[src/rtl/pc_fetch_unit_pkg.sv]
// Shared types and widths for the PC fetch unit and its timeout timer.
package pc_fetch_unit_pkg;

    localparam int PC_W    = 8;
    localparam int INSTR_W = 16;
    localparam int CNT_W   = 16;

    typedef enum logic [1:0] {
        FETCH,
        WAIT,
        HOLD,
        HALTED
    } fetch_state_t;

    function automatic logic [CNT_W-1:0] sat_inc(input logic [CNT_W-1:0] value);
        return (value == '1) ? value : value + 1'b1;
    endfunction

endpackage

[src/rtl/pc_fetch_unit_if.sv]
// Instruction-memory bus plus fetch/decode handshake of the PC fetch unit.
interface pc_fetch_unit_if;
    import pc_fetch_unit_pkg::*;

    logic               imem_req;
    logic [PC_W-1:0]    imem_addr;
    logic               imem_ack;
    logic [INSTR_W-1:0] imem_data;
    logic [PC_W-1:0]    address;
    logic [INSTR_W-1:0] instruction;
    logic               instr_valid;
    logic               instr_ready;
    logic [PC_W-1:0]    new_pc;
    logic               halt_req;

    // The fetch unit is the master; memory and the downstream stage form the slave side.
    modport master (
        output imem_req, imem_addr, address, instruction, instr_valid,
        input  imem_ack, imem_data, instr_ready, new_pc, halt_req
    );

    modport slave (
        input  imem_req, imem_addr, address, instruction, instr_valid,
        output imem_ack, imem_data, instr_ready, new_pc, halt_req
    );

endinterface

[src/rtl/fetch_timer.sv]
// Cycle counter bounding how long an instruction fetch may wait for its ack.
module fetch_timer
    import pc_fetch_unit_pkg::*;
#(
    parameter int TIMEOUT = 16
) (
    input  logic clk,
    input  logic reset,
    input  logic i_clear,
    input  logic i_enable,
    output logic o_expired
);

    logic [CNT_W-1:0] r_count;

    // NOTE: state registers use non-blocking assignments so every flop samples pre-edge values.
    always_ff @(posedge clk) begin
        if (reset || i_clear) begin
            r_count <= '0;
        end else if (i_enable && (r_count != '1)) begin
            r_count <= r_count + 1'b1;
        end
    end

    assign o_expired = (r_count == CNT_W'(TIMEOUT - 1));

endmodule

[src/rtl/pc_fetch_unit.sv]
// Fetch stage: requests the word at the current PC, holds it for decode, then advances to new_pc.
module pc_fetch_unit
    import pc_fetch_unit_pkg::*;
#(
    parameter logic [PC_W-1:0] RESET_PC = 8'h00,
    parameter int              TIMEOUT  = 16
) (
    input  logic              clk,
    input  logic              reset,
    pc_fetch_unit_if.master   bus,
    output logic              o_fetch_err,
    output logic [CNT_W-1:0]  o_retired_count
);

    fetch_state_t       r_state;
    logic [PC_W-1:0]    r_address;
    logic [INSTR_W-1:0] r_instruction;
    logic               r_fetch_err;
    logic [CNT_W-1:0]   r_retired_count;

    logic w_handshake;
    logic w_timer_clear;
    logic w_timer_enable;
    logic w_timer_expired;

    assign w_handshake    = (r_state == HOLD) && bus.instr_ready;
    assign w_timer_clear  = w_handshake && !bus.halt_req;
    // Counting starts in FETCH so expiry lands after exactly TIMEOUT unacknowledged request cycles.
    assign w_timer_enable = (r_state == FETCH) || (r_state == WAIT);

    fetch_timer #(
        .TIMEOUT (TIMEOUT)
    ) u_fetch_timer (
        .clk       (clk),
        .reset     (reset),
        .i_clear   (w_timer_clear),
        .i_enable  (w_timer_enable),
        .o_expired (w_timer_expired)
    );

    always_ff @(posedge clk) begin
        if (reset) begin
            r_state         <= FETCH;
            r_address       <= RESET_PC;
            r_instruction   <= '0;
            r_fetch_err     <= 1'b0;
            r_retired_count <= '0;
        end else begin
            case (r_state)
                FETCH: begin
                    if (bus.imem_ack) begin
                        r_instruction <= bus.imem_data;
                        r_state       <= HOLD;
                    end else begin
                        r_state <= WAIT;
                    end
                end
                WAIT: begin
                    // A late ack still wins over an expiry in the same cycle.
                    if (bus.imem_ack) begin
                        r_instruction <= bus.imem_data;
                        r_state       <= HOLD;
                    end else if (w_timer_expired) begin
                        r_fetch_err <= 1'b1;
                        r_state     <= HALTED;
                    end
                end
                HOLD: begin
                    if (bus.instr_ready) begin
                        r_address       <= bus.new_pc;
                        r_retired_count <= sat_inc(r_retired_count);
                        r_state         <= bus.halt_req ? HALTED : FETCH;
                    end
                end
                HALTED: begin
                    r_state <= HALTED;
                end
                default: begin
                    r_state <= FETCH;
                end
            endcase
        end
    end

    // Outputs are decoded from state or driven straight from registers; nothing depends on instr_ready.
    assign bus.imem_req    = (r_state == FETCH) || (r_state == WAIT);
    assign bus.imem_addr   = r_address;
    assign bus.address     = r_address;
    assign bus.instruction = r_instruction;
    assign bus.instr_valid = (r_state == HOLD);
    assign o_fetch_err     = r_fetch_err;
    assign o_retired_count = r_retired_count;

endmodule

[src/flat_wrapper.sv]
// flat-port wrapper written by rule: the top's interface ports become plain ports
module pc_fetch_unit_flat import pc_fetch_unit_pkg::*;
#(
    parameter logic [PC_W-1:0] RESET_PC = 8'h00,
    parameter int              TIMEOUT  = 16
)
  (clk, reset, o_fetch_err, o_retired_count, bus_imem_req, bus_imem_addr, bus_address, bus_instruction, bus_instr_valid, bus_imem_ack, bus_imem_data, bus_instr_ready, bus_new_pc, bus_halt_req);
  pc_fetch_unit_if bus_i ();
  input  logic clk;
  input  logic reset;
  output logic o_fetch_err;
  output logic [CNT_W-1:0] o_retired_count;
  output wire logic [$bits(bus_i.imem_req)-1:0] bus_imem_req;
  output wire logic [$bits(bus_i.imem_addr)-1:0] bus_imem_addr;
  output wire logic [$bits(bus_i.address)-1:0] bus_address;
  output wire logic [$bits(bus_i.instruction)-1:0] bus_instruction;
  output wire logic [$bits(bus_i.instr_valid)-1:0] bus_instr_valid;
  input wire logic [$bits(bus_i.imem_ack)-1:0] bus_imem_ack;
  input wire logic [$bits(bus_i.imem_data)-1:0] bus_imem_data;
  input wire logic [$bits(bus_i.instr_ready)-1:0] bus_instr_ready;
  input wire logic [$bits(bus_i.new_pc)-1:0] bus_new_pc;
  input wire logic [$bits(bus_i.halt_req)-1:0] bus_halt_req;
  assign bus_imem_req = bus_i.imem_req;
  assign bus_imem_addr = bus_i.imem_addr;
  assign bus_address = bus_i.address;
  assign bus_instruction = bus_i.instruction;
  assign bus_instr_valid = bus_i.instr_valid;
  assign bus_i.imem_ack = bus_imem_ack;
  assign bus_i.imem_data = bus_imem_data;
  assign bus_i.instr_ready = bus_instr_ready;
  assign bus_i.new_pc = bus_new_pc;
  assign bus_i.halt_req = bus_halt_req;
  pc_fetch_unit #(.RESET_PC(RESET_PC), .TIMEOUT(TIMEOUT)) u_core (.clk(clk), .reset(reset), .bus(bus_i), .o_fetch_err(o_fetch_err), .o_retired_count(o_retired_count));
endmodule
[config.mk]
export PLATFORM = sky130hd
export DESIGN_NAME = pc_fetch_unit_flat
export DESIGN_NICKNAME = d
export VERILOG_FILES = /design/src/rtl/pc_fetch_unit_pkg.sv /design/src/rtl/pc_fetch_unit_if.sv /design/src/rtl/fetch_timer.sv /design/src/rtl/pc_fetch_unit.sv /design/src/flat_wrapper.sv
export SDC_FILE = /design/constraint.sdc
export NUM_CORES = 1
export LEC_CHECK = 0
export BUFFER_PORTS_ARGS = -buffer_cell sky130_fd_sc_hd__buf_2
export CORE_ASPECT_RATIO = 0.75
export CORE_UTILIZATION = 46
export DETAILED_ROUTE_END_ITERATION = 10
export PLACE_DENSITY = 0.77
export SYNTH_ARGS = -nofsm -noshare
export SYNTH_HDL_FRONTEND = slang
export SYNTH_SLANG_ARGS = --single-unit
export TNS_END_PERCENT = 30
[constraint.sdc]
create_clock -name clk -period 2 [get_ports clk]
set_clock_uncertainty 0.2 [all_clocks]
set_input_delay 0.1 -clock clk [delete_from_list [all_inputs] [get_ports clk]]
set_output_delay 0.1 -clock clk [all_outputs]
set_load 0.03 [all_outputs]
# ---- Yosys cells after proc, flatten, opt, wreduce, memory -nomap -nowiden
# Cells that the tools add are included.
dict set report op_classes {
  n_mux 6
  shift 0
  order_cmp 0
  bitwise 2
  div_mod_pow 0
  n_addsub 2
  n_reduce_logical 13
  n_eq_ne 8
  mul 0
}
# cell count
set ops {}
lappend ops {{adder 16 x 1 -> 16 bit, second input constant} 2}
lappend ops {{== test 16 bit, second input constant} 1}
lappend ops {{== test 16 x 4 -> 1 bit, second input constant} 1}
lappend ops {{!= test 16 bit, second input constant} 1}
lappend ops {{2-to-1 mux 2 bit} 5}
lappend ops {{case mux 2 bit (4 select lines)} 1}
lappend ops {{AND reduction 2 bit} 3}
lappend ops {{AND reduction 3 bit} 2}
lappend ops {{== test 2 bit, second input constant} 2}
lappend ops {{logical AND 1 bit} 3}
lappend ops {{!= test 3 bit, second input constant} 1}
lappend ops {{== test 2 x 1 -> 1 bit, second input constant} 1}
lappend ops {{logical NOT 2 bit} 1}
lappend ops {{logical OR 1 bit} 2}
lappend ops {{!= test 2 x 1 -> 1 bit, second input constant} 1}
lappend ops {{inverter 1 bit} 2}
lappend ops {{OR reduction 2 bit} 1}
lappend ops {{logical NOT 1 bit} 1}
dict set report totals {
  rom_bits 0
  inputBits 29
  register_bits 59
  word_cells 37
  mem_bits_rw 0
  out_inout_bits 51
  latch_bits 0
  mem_count 0
}

# ---- Depth between registers and ports, before layout
# Gate-level depths: netlist (run 1).
dict set report logic_depth {
  depth_word 4
  ltp_mapped 6
  mapped_depth_nobuf 5
}

# ---- By module
# From an unflattened synthesis (run 1), not the netlist that was laid out.
dict set report hier_totals {
  cells_unflattened 329
  area_unflattened_um2 2712.6
}
# module area_per_inst_um2 cells_each instances seq_area_each_um2
set modules_own_cells {}
lappend modules_own_cells {pc_fetch_unit 1848.0 230 1 860.8}
lappend modules_own_cells {fetch_timer 864.6 99 1 320.3}

# ---- Worst setup path after synthesis (run 1)
# OpenSTA, ideal clock, no wires.
dict set report synth_path {
  path_type {flip-flop to flip-flop}
  from {reg u_core.r_retired_count[0], in the netlist u_core.o_retired_count[0]}
  to {reg u_core.r_retired_count[14], in the netlist u_core.o_retired_count[14]}
  n_path_buf 1
  setup_slack_ns -0.346
  stages_incl_launch_ff 7
  setup_time_ns 0.070
  t_required_ns 1.730
  t_arrival_ns 2.076
  period_less_slack_ns 2.346
  path_cell_list {dfxtp_1 ha_1 nand4_1 or3_1 clkbuf_1 or4_1 a21oi_1}
}
dict set report synth_between {
  elab_chain_cells 3
  elab_cells_between_ends 4
  cone_classes {add/sub: 1; eq/ne: 1; bitwise: 1; reduce/logical: 1}
}
# element line
set synth_rtl {}
lappend synth_rtl {{start, declared} pc_fetch_unit.sv:19} ;# logic [CNT_W-1:0] r_retired_count;
lappend synth_rtl {{start signal, assigned} pc_fetch_unit.sv:71} ;# r_retired_count <= sat_inc(r_retired_count);
lappend synth_rtl {{branches (longest 3 deep; another with adder 16 x 1 -> 16 bit)} --}
# Several ways; the timed one is not identified.
# A chain may end at the register's enable or synchronous reset.

# ---- Worst setup path in the final report (run 1)
dict set report layout_path {
  from {reg u_core.r_retired_count[7], in the netlist u_core.o_retired_count[7]}
  to {reg u_core.r_retired_count[11], in the netlist u_core.o_retired_count[11]}
}
# Same word-level chain as after synthesis.

==> results of run 1 <==
final timing paths:
kind,slack (ns),start,end
setup / recovery,0.03,u_core.o_retired_count[7],u_core.o_retired_count[11]
hold reg to reg,0.25,u_core.bus.instruction[7],u_core.bus.instruction[7]
hold / removal,0.11,bus_instr_ready,u_core.o_retired_count[1]
setup reg to reg,0.03,u_core.o_retired_count[7],u_core.o_retired_count[11]
repair_timing:
| action | in CTS | in global routing |
|---|---|---|
| pin swaps | 0 | 11 |
| gates resized for setup | 4 | 25 |
| gates cloned | 0 | 0 |
| endpoints found under the setup margin | 10 | 22 |
| setup buffers | 0 | 3 |
| hold endpoints to repair | 30 | 0 |
| hold buffers | 28 | 0 |
metrics by stage:
step                setup slack, ns  area [µm²]   util  std cells  setup TNS [ns]
floorplan                   -0.0418        2730      -        329          -0.195
global placement            -0.0211        3310  0.606        487         -0.0211
detailed placement          -0.0799        3310  0.606        487          -0.229
CTS                         -0.0151        3790  0.692        531         -0.0166
global route                -0.0225        3880  0.711        533         -0.0678
finish                       0.0324        3880  0.711        533               0
kinds of logic (layout without fill, tap and decap cells):
family	after synthesis	count (layout)	synth area share
buffers and inverters	32	161	0.0580
AOI/OAI and AO/OA	90	90	0.196
DFF	59	59	0.441
adders and majority gates	2	2	0.00935
and+or+nand+nor	146	146	0.295
cells in the mapped netlist (all sizes together), types with 2 or more instances:
master and count:
ha 2, a21oi 52, nor2b 2, or3 11, inv 5, nand2 62, dfxtp 59, or2 2
a211oi 2, clkbuf 15, nor4 3, nand4 10, buf 12, and4 3, o21ai 10, o211ai 3
nor2 7, o31ai 18, or4 24, nor3 6, nand3 10, o21a 2
worst reg2reg max path, delay by kind of cell (launching register included):
family,cells,cell delay (ns)
AOI/OAI and AO/OA,1,0.15
DFF,1,0.37
and+or+nand+nor,3,1.19
registers in the layout, summed over array words and instances, names as in the netlist:
signal / cells
u_core.r_state: 2
u_core.u_fetch_timer.r_count: 16
u_core.bus.address: 8
u_core.o_retired_count: 16
u_core.bus.instruction: 16
u_core.o_fetch_err: 1
cell usage in the layout (no fill, tap or decap), drive strengths merged, types with 2 or more instances in the layout:
cell / n
nand2: 62
nor4: 3
o211ai: 3
clkinv: 2
o21a: 2
o21ai: 10
or3: 11
clkbuf: 12
a211oi: 2
nor2b: 2
nor2: 7
dlygate4sd3: 28
dfxtp: 59
inv: 6
or4: 24
and4: 3
buf: 112
nand3: 10
a21oi: 52
ha: 2
o31ai: 18
nand4: 10
nor3: 6
or2: 2
metal layers:
metal	part of all wire	vias up	routed length [µm]
met5	0	-	0
met2	0.50	110	3890
met3	0.063	10	490
li1	-	1461	-
met4	0.014	0	107
met1	0.42	1390	3300
area by class of cell:
class,count,area (µm²),area share
inverters,5,18.8,0.00483
multi-input cells,238,1440,0.370
repair buffers,140,931,0.240
well taps,75,93.8,0.0242
clock buffers,12,155,0.0399
clock inverters,4,23.8,0.00612
flip-flops and latches,59,1220,0.315
power groups by stage:
stage          Clock [W]  Combinational (W)  Sequential, W
2_1_floorplan          0           0.000125        0.00130
3_3_place_gp           0           0.000267        0.00125
3_5_place_dp           0           0.000271        0.00125
4_1_cts          0.00100           0.000313        0.00122
5_1_grt          0.00106           0.000345        0.00123
6_report        0.000977           0.000321        0.00123
==> impl_results.md, run 1 <==
- Ant diodes: 0
- Setup violations, final: 0
- Sink Count: between 50 and 60
- Share of cells above drive strength 1: 0.367
- Crit-path cells: nand3_4 -> or4_4 -> or4_4 -> a21oi_1
- Path type of the worst min-delay path: in -> reg
- DR DRC count: 0
- PortBufs: slightly below 80
- CTS max path bufs: 2
- Outcome: complete, no violations
- Internal cell power: approximately 0.0018 W
- Yosys top cell area share: 0.441
- Slowest stage delay, CP: about 0.59 ns
- DR iter-0 viols: 183
- Die Area: 6130 µm²
- Clk network pwr share: 0.387
- P per Cell Area: about 650 nW/µm²
- CP Launch Type: flip-flop
- Final antenna-violating net count: 0
- Max VDD drop: 0.536 mV
- Synthesized area per cell: 8.13 µm²
- Critical path class: reg -> reg
- Cell family with most CP delay: simple AND/OR/NAND/NOR gates
- Syn Std Cell Area: between 2000 and 3000 µm²
- Final Net Count: 484
- Global-route wire length before repair: ~12 mm
- Logic pwr share: 0.127
- Crit path depth: 4
- Cell count after synthesis: roughly 330
- CP Data Required Time: roughly 2.1 ns
- Synth warnings: 0
- Clock Latency Late Sink: approximately 0.34 ns
- Post-synth EDFFs: 0
- Avg WL per Cell: between 10 and 15 µm
- Fin. Hold Viols: 0
- Post-synth top area cell: dfxtp_1
- Final Max Slew Viols: 0
- GRT Max-Usage Layer: met2
- P&R area growth vs syn: 45.2%
- Most used cell, CP: or4_4
- Worst-Margin Slew: roughly 0.69 ns
- Routability cong.: a little over 0.8
- Flops & latches, synth: 59
- Slew headroom: 0.536
- Crit Path Max Fanout: 7
- Initial antenna violation count: 0
- Grt met3 use: 0.0811
- M1 GR Usage: 0.292
- Crit path DAT: 2.04 ns
- Pre-antenna DRT Iters: 5
- FILL cells: roughly 430
- Max Cap Viol: 0
- Overflow after GRT: 0
- Final period utilization: 0.984
- Die Wd: 90.1 µm
- Unique masters post-synth: 33
- Top FF cell, synth: dfxtp_1
- Sw Pwr: 0.000683 W
- Min Hold Slack: 0.108 ns
- Flop pwr share: 0.486
- Row cnt: 23
- CORE AREA: 5470 µm²
- H-Tree Level Count: 3
- Hold path depth: 4
- Worst Setup End Kind: flip-flop
- Largest net degree at the start of global routing: 44
- Global Route Usage Sum: 0.249
- CTS clk-pin slew, worst paths: around 0.07 ns
- HPWL after detailed placement: ~4.8 mm
- Die height: slightly below 70 µm
- Largest cells by area after synthesis: dfxtp_1 44%, a21oi_1 9.7%, nand2_1 8.7%
- CTS Buf Count: 9
- Tot Pwr: roughly 0.0025 W
- Synth async-reset ratio: 0
- Net Sw Frac: 0.270
- # IOs: 80
- CTS tree: yes
- Leak: 1.57 nW
- Crit path buf inv count: 0
- R2R depth: 4
- Mapped Nets: 360
- CTS root buffer: clkbuf_8
- Slowest CP cell: or4_4
- Final Critical Period: 1.97 ns
- Register area share after synthesis: 0.441
- Vias: slightly below 3000
- Number of global-route vias before repair: between 2000 and 3000
- Vias per Instance: about 5.6
- Initial core utilization: 0.489
- M2 GR Usage: 0.435
- RSZ-0062 raised after global routing: true
- Highest clock rate: 508 MHz
- Drt total wl: roughly 8 mm
Note: power is estimated with default switching activity, not from simulation.
==> run 2: changes to the inputs <==
--- a/config.mk
+++ b/config.mk
@@ -9,7 +9,9 @@
 export CORE_ASPECT_RATIO = 0.75
 export CORE_UTILIZATION = 46
 export DETAILED_ROUTE_END_ITERATION = 10
+export HOLD_SLACK_MARGIN = 0.02
 export PLACE_DENSITY = 0.77
+export SETUP_SLACK_MARGIN = 0.15
 export SYNTH_ARGS = -nofsm -noshare
 export SYNTH_HDL_FRONTEND = slang
 export SYNTH_SLANG_ARGS = --single-unit
==> run 2 against run 1 <==
Against the previous run: sequential share of layout area decreased by 1.3 points; clock-buffer cell count unchanged; critical path depth increased by 3; final cell count increased by 2.8%; setup slack improved by 0.0010 ns; global-route usage decreased by 0.28 points; first-iteration DRC count increased by 35%; largest power group unchanged.
==> impl_results.md, run 2 (synthesized netlist as in run 1, its figures left out) <==
- Outcome: complete, no violations (unchanged)
- Net Sw Frac: 0.275 (was 0.270)
- Most used cell, CP: buf_4 (was or4_4)
- Final period utilization: 0.983 (was 0.984)
- Commonest non-fill, non-tap cell in the layout: buf_2 (unchanged)
- Internal cell power: 0.00185 W (was 0.00184 W)
- Clock Latency Late Sink: 0.34 ns (about the same)
- Share of cells above drive strength 1: 0.414 (was 0.367)
- Die height: 68.1 µm (unchanged)
- Post-Layout Cell Count: 548 (was 533)
- Overflow after GRT: 0 (unchanged)
- Min Hold Slack: 0.0689 ns (was 0.108 ns)
- Max Cap Viol: 0 (unchanged)
- P per Cell Area: 628 nW/µm² (was 650 nW/µm²)
- Path type of the worst min-delay path: in -> reg (unchanged)
- Final antenna-violating net count: 0 (unchanged)
- CTS tree: yes (unchanged)
- CTS max path bufs: 2 (unchanged)
- CTS root buffer: clkbuf_8 (unchanged)
- Routability cong.: 0.817 (unchanged)
- Initial antenna violation count: 0 (unchanged)
- Pre-antenna DRT Iters: 5 (unchanged)
- CTS Buf Count: 9 (unchanged)
- Post-layout util: 0.743 (was 0.711)
- DR iter-0 viols: 247 (was 183)
- Ant diodes: 0 (unchanged)
- Vias per Instance: 5.66 (was 5.57)
- Global Route Usage Sum: 0.246 (was 0.249)
- Logic pwr share: 0.132 (was 0.127)
- Vias: 3099 (was 2971)
- Die Area: 6130 µm² (unchanged)
- Final Net Count: 499 (was 484)
- Largest net degree at the start of global routing: 44 (unchanged)
- Worst setup margin: 0.0334 ns (was 0.0324 ns)
- Leak: 1.65 nW (was 1.57 nW)
- RSZ-0062 raised after global routing: true (unchanged)
- Highest clock rate: 509 MHz (was 508 MHz)
- CP Data Required Time: 2.06 ns (was 2.07 ns)
- Final Max Slew Viols: 0 (unchanged)
- Worst-Margin Slew: 0.704 ns (was 0.693 ns)
- CORE AREA: 5470 µm² (unchanged)
- H-Tree Level Count: 3 (unchanged)
- Fin. Hold Viols: 0 (unchanged)
- CTS clk-pin slew, worst paths: 0.07 ns (about the same)
- Max VDD drop: 0.533 mV (was 0.536 mV)
- Global-route wire length before repair: 11.9 mm (unchanged)
- Sink Count: 59 (unchanged)
- Crit-path cells: ha_4 -> nand4_1 -> buf_4 -> nor4_2 -> buf_4 -> or4_1 -> a21oi_1 (was nand3_4 -> or4_4 -> or4_4 -> a21oi_1)
- Setup violations, final: 0 (unchanged)
- DR DRC count: 0 (unchanged)
- Slowest CP cell: or4_1 (was or4_4)
- Slowest stage delay, CP: 0.49 ns (was 0.59 ns)
- CP Launch Type: flip-flop (unchanged)
- Critical path class: reg -> reg (unchanged)
- Number of global-route vias before repair: 2627 (was 2581)
- Final Critical Period: 1.97 ns (about the same)
- Clk network pwr share: 0.387 (about the same)
- Avg WL per Cell: 15.3 µm (was 14.6 µm)
- HPWL after detailed placement: 4.77 mm (unchanged)
- Crit Path Max Fanout: 16 (was 7)
- Die Wd: 90.1 µm (unchanged)
- PortBufs: 79 (unchanged)
- Commonest non-fill, non-tap cells in the layout: 79 x buf_2, 60 x nand2_1, 45 x a21oi_1 (was 79 x buf_2, 62 x nand2_1, 48 x a21oi_1)
- Flop pwr share: 0.481 (was 0.486)
- Drt total wl: 8.40 mm (was 7.79 mm)
- Worst Setup End Kind: flip-flop (unchanged)
- DP Worst Slack: -0.0799 ns (unchanged)
- Crit path DAT: 2.03 ns (was 2.04 ns)
- Setup TNS: 0 ns (unchanged)
- Sw Pwr: 0.000701 W (was 0.000683 W)
- P&R area growth vs syn: 51.8% (was 45.2%)
- Slew headroom: 0.528 (was 0.536)
- Placed cell count: 487 (unchanged)
- Initial core utilization: 0.489 (unchanged)
- Row cnt: 23 (unchanged)
- # IOs: 80 (unchanged)
run 2: changes by cell type in the layout (fill, tap and decap cells not counted), moves of 2 or more:
| cell | delta |
|---|---|
| dfxtp_2 | +2 |
| o31ai_1 | -2 |
| nand2_2 | +2 |
| o31ai_2 | +2 |
| a21oi_1 | -3 |
| a21oi_2 | +3 |
| dfxtp_1 | -2 |
| or4_4 | +3 |
| buf_6 | +2 |
| buf_4 | +13 |
| nand2_1 | -2 |
| or4_1 | -3 |
run 2: path summary, 6_finish.rpt:
kind | start | endpoint | slack [ns] | cells after the start
hold reg to reg | u_core.bus.instruction[7] | u_core.bus.instruction[7] | 0.25 | 2
hold / removal | bus_instr_ready | u_core.o_retired_count[1] | 0.07 | 4
setup reg to reg | u_core.o_retired_count[1] | u_core.o_retired_count[6] | 0.03 | 7
setup / recovery | u_core.o_retired_count[1] | u_core.o_retired_count[6] | 0.03 | 7
run 2: power by group through the flow:
stage / registers, W / logic, W / clock network (W)
5_1_grt: 0.00123 / 0.000359 / 0.00106
4_1_cts: 0.00123 / 0.000320 / 0.00100
3_3_place_gp: 0.00125 / 0.000267 / 0
6_report: 0.00123 / 0.000336 / 0.000987
3_5_place_dp: 0.00125 / 0.000271 / 0
2_1_floorplan: 0.00130 / 0.000125 / 0
run 2: cell type report:
type                    count  area [µm²]
multi-input cells         238        1490
fillers                   404        1410
flip-flops and latches     59        1230
repair buffers            155        1050
clock buffers              12         155
well taps                  75        93.8
clock inverters             4        23.8
inverters                   5        18.8
run 2: critical path, delay by kind of cell, from the launching register on:
family / cells / cell delay [ns]
and+or+nand+nor: 3 / 0.64
adders and majority gates: 1 / 0.16
buffers and inverters: 2 / 0.34
AOI/OAI and AO/OA: 1 / 0.17
DFF: 1 / 0.37
run 2: metrics by stage:
stage / cell area, µm² / power [W]
after floorplan: 2730 / 0.00143
after global placement: 3310 / 0.00151
after detailed placement: 3310 / 0.00152
after CTS: 3890 / 0.00255
after global routing: 4060 / 0.00265
final: 4060 / 0.00255
run 2: layer usage:
layer  GRT usage  part of all wire
met5           0                 0
met2       0.425              0.49
met1       0.294              0.42
met4      0.0907             0.014
met3      0.0778             0.075
run 2: what timing repair did:
item                                   4_1_cts  5_1_grt
hold buffers                                28        0
gates cloned                                 0        2
setup endpoints to repair                   45       31
endpoints found under the hold margin       30        0
buffers inserted                             9        6
pin swaps                                   14       13
resized for setup                           16       34
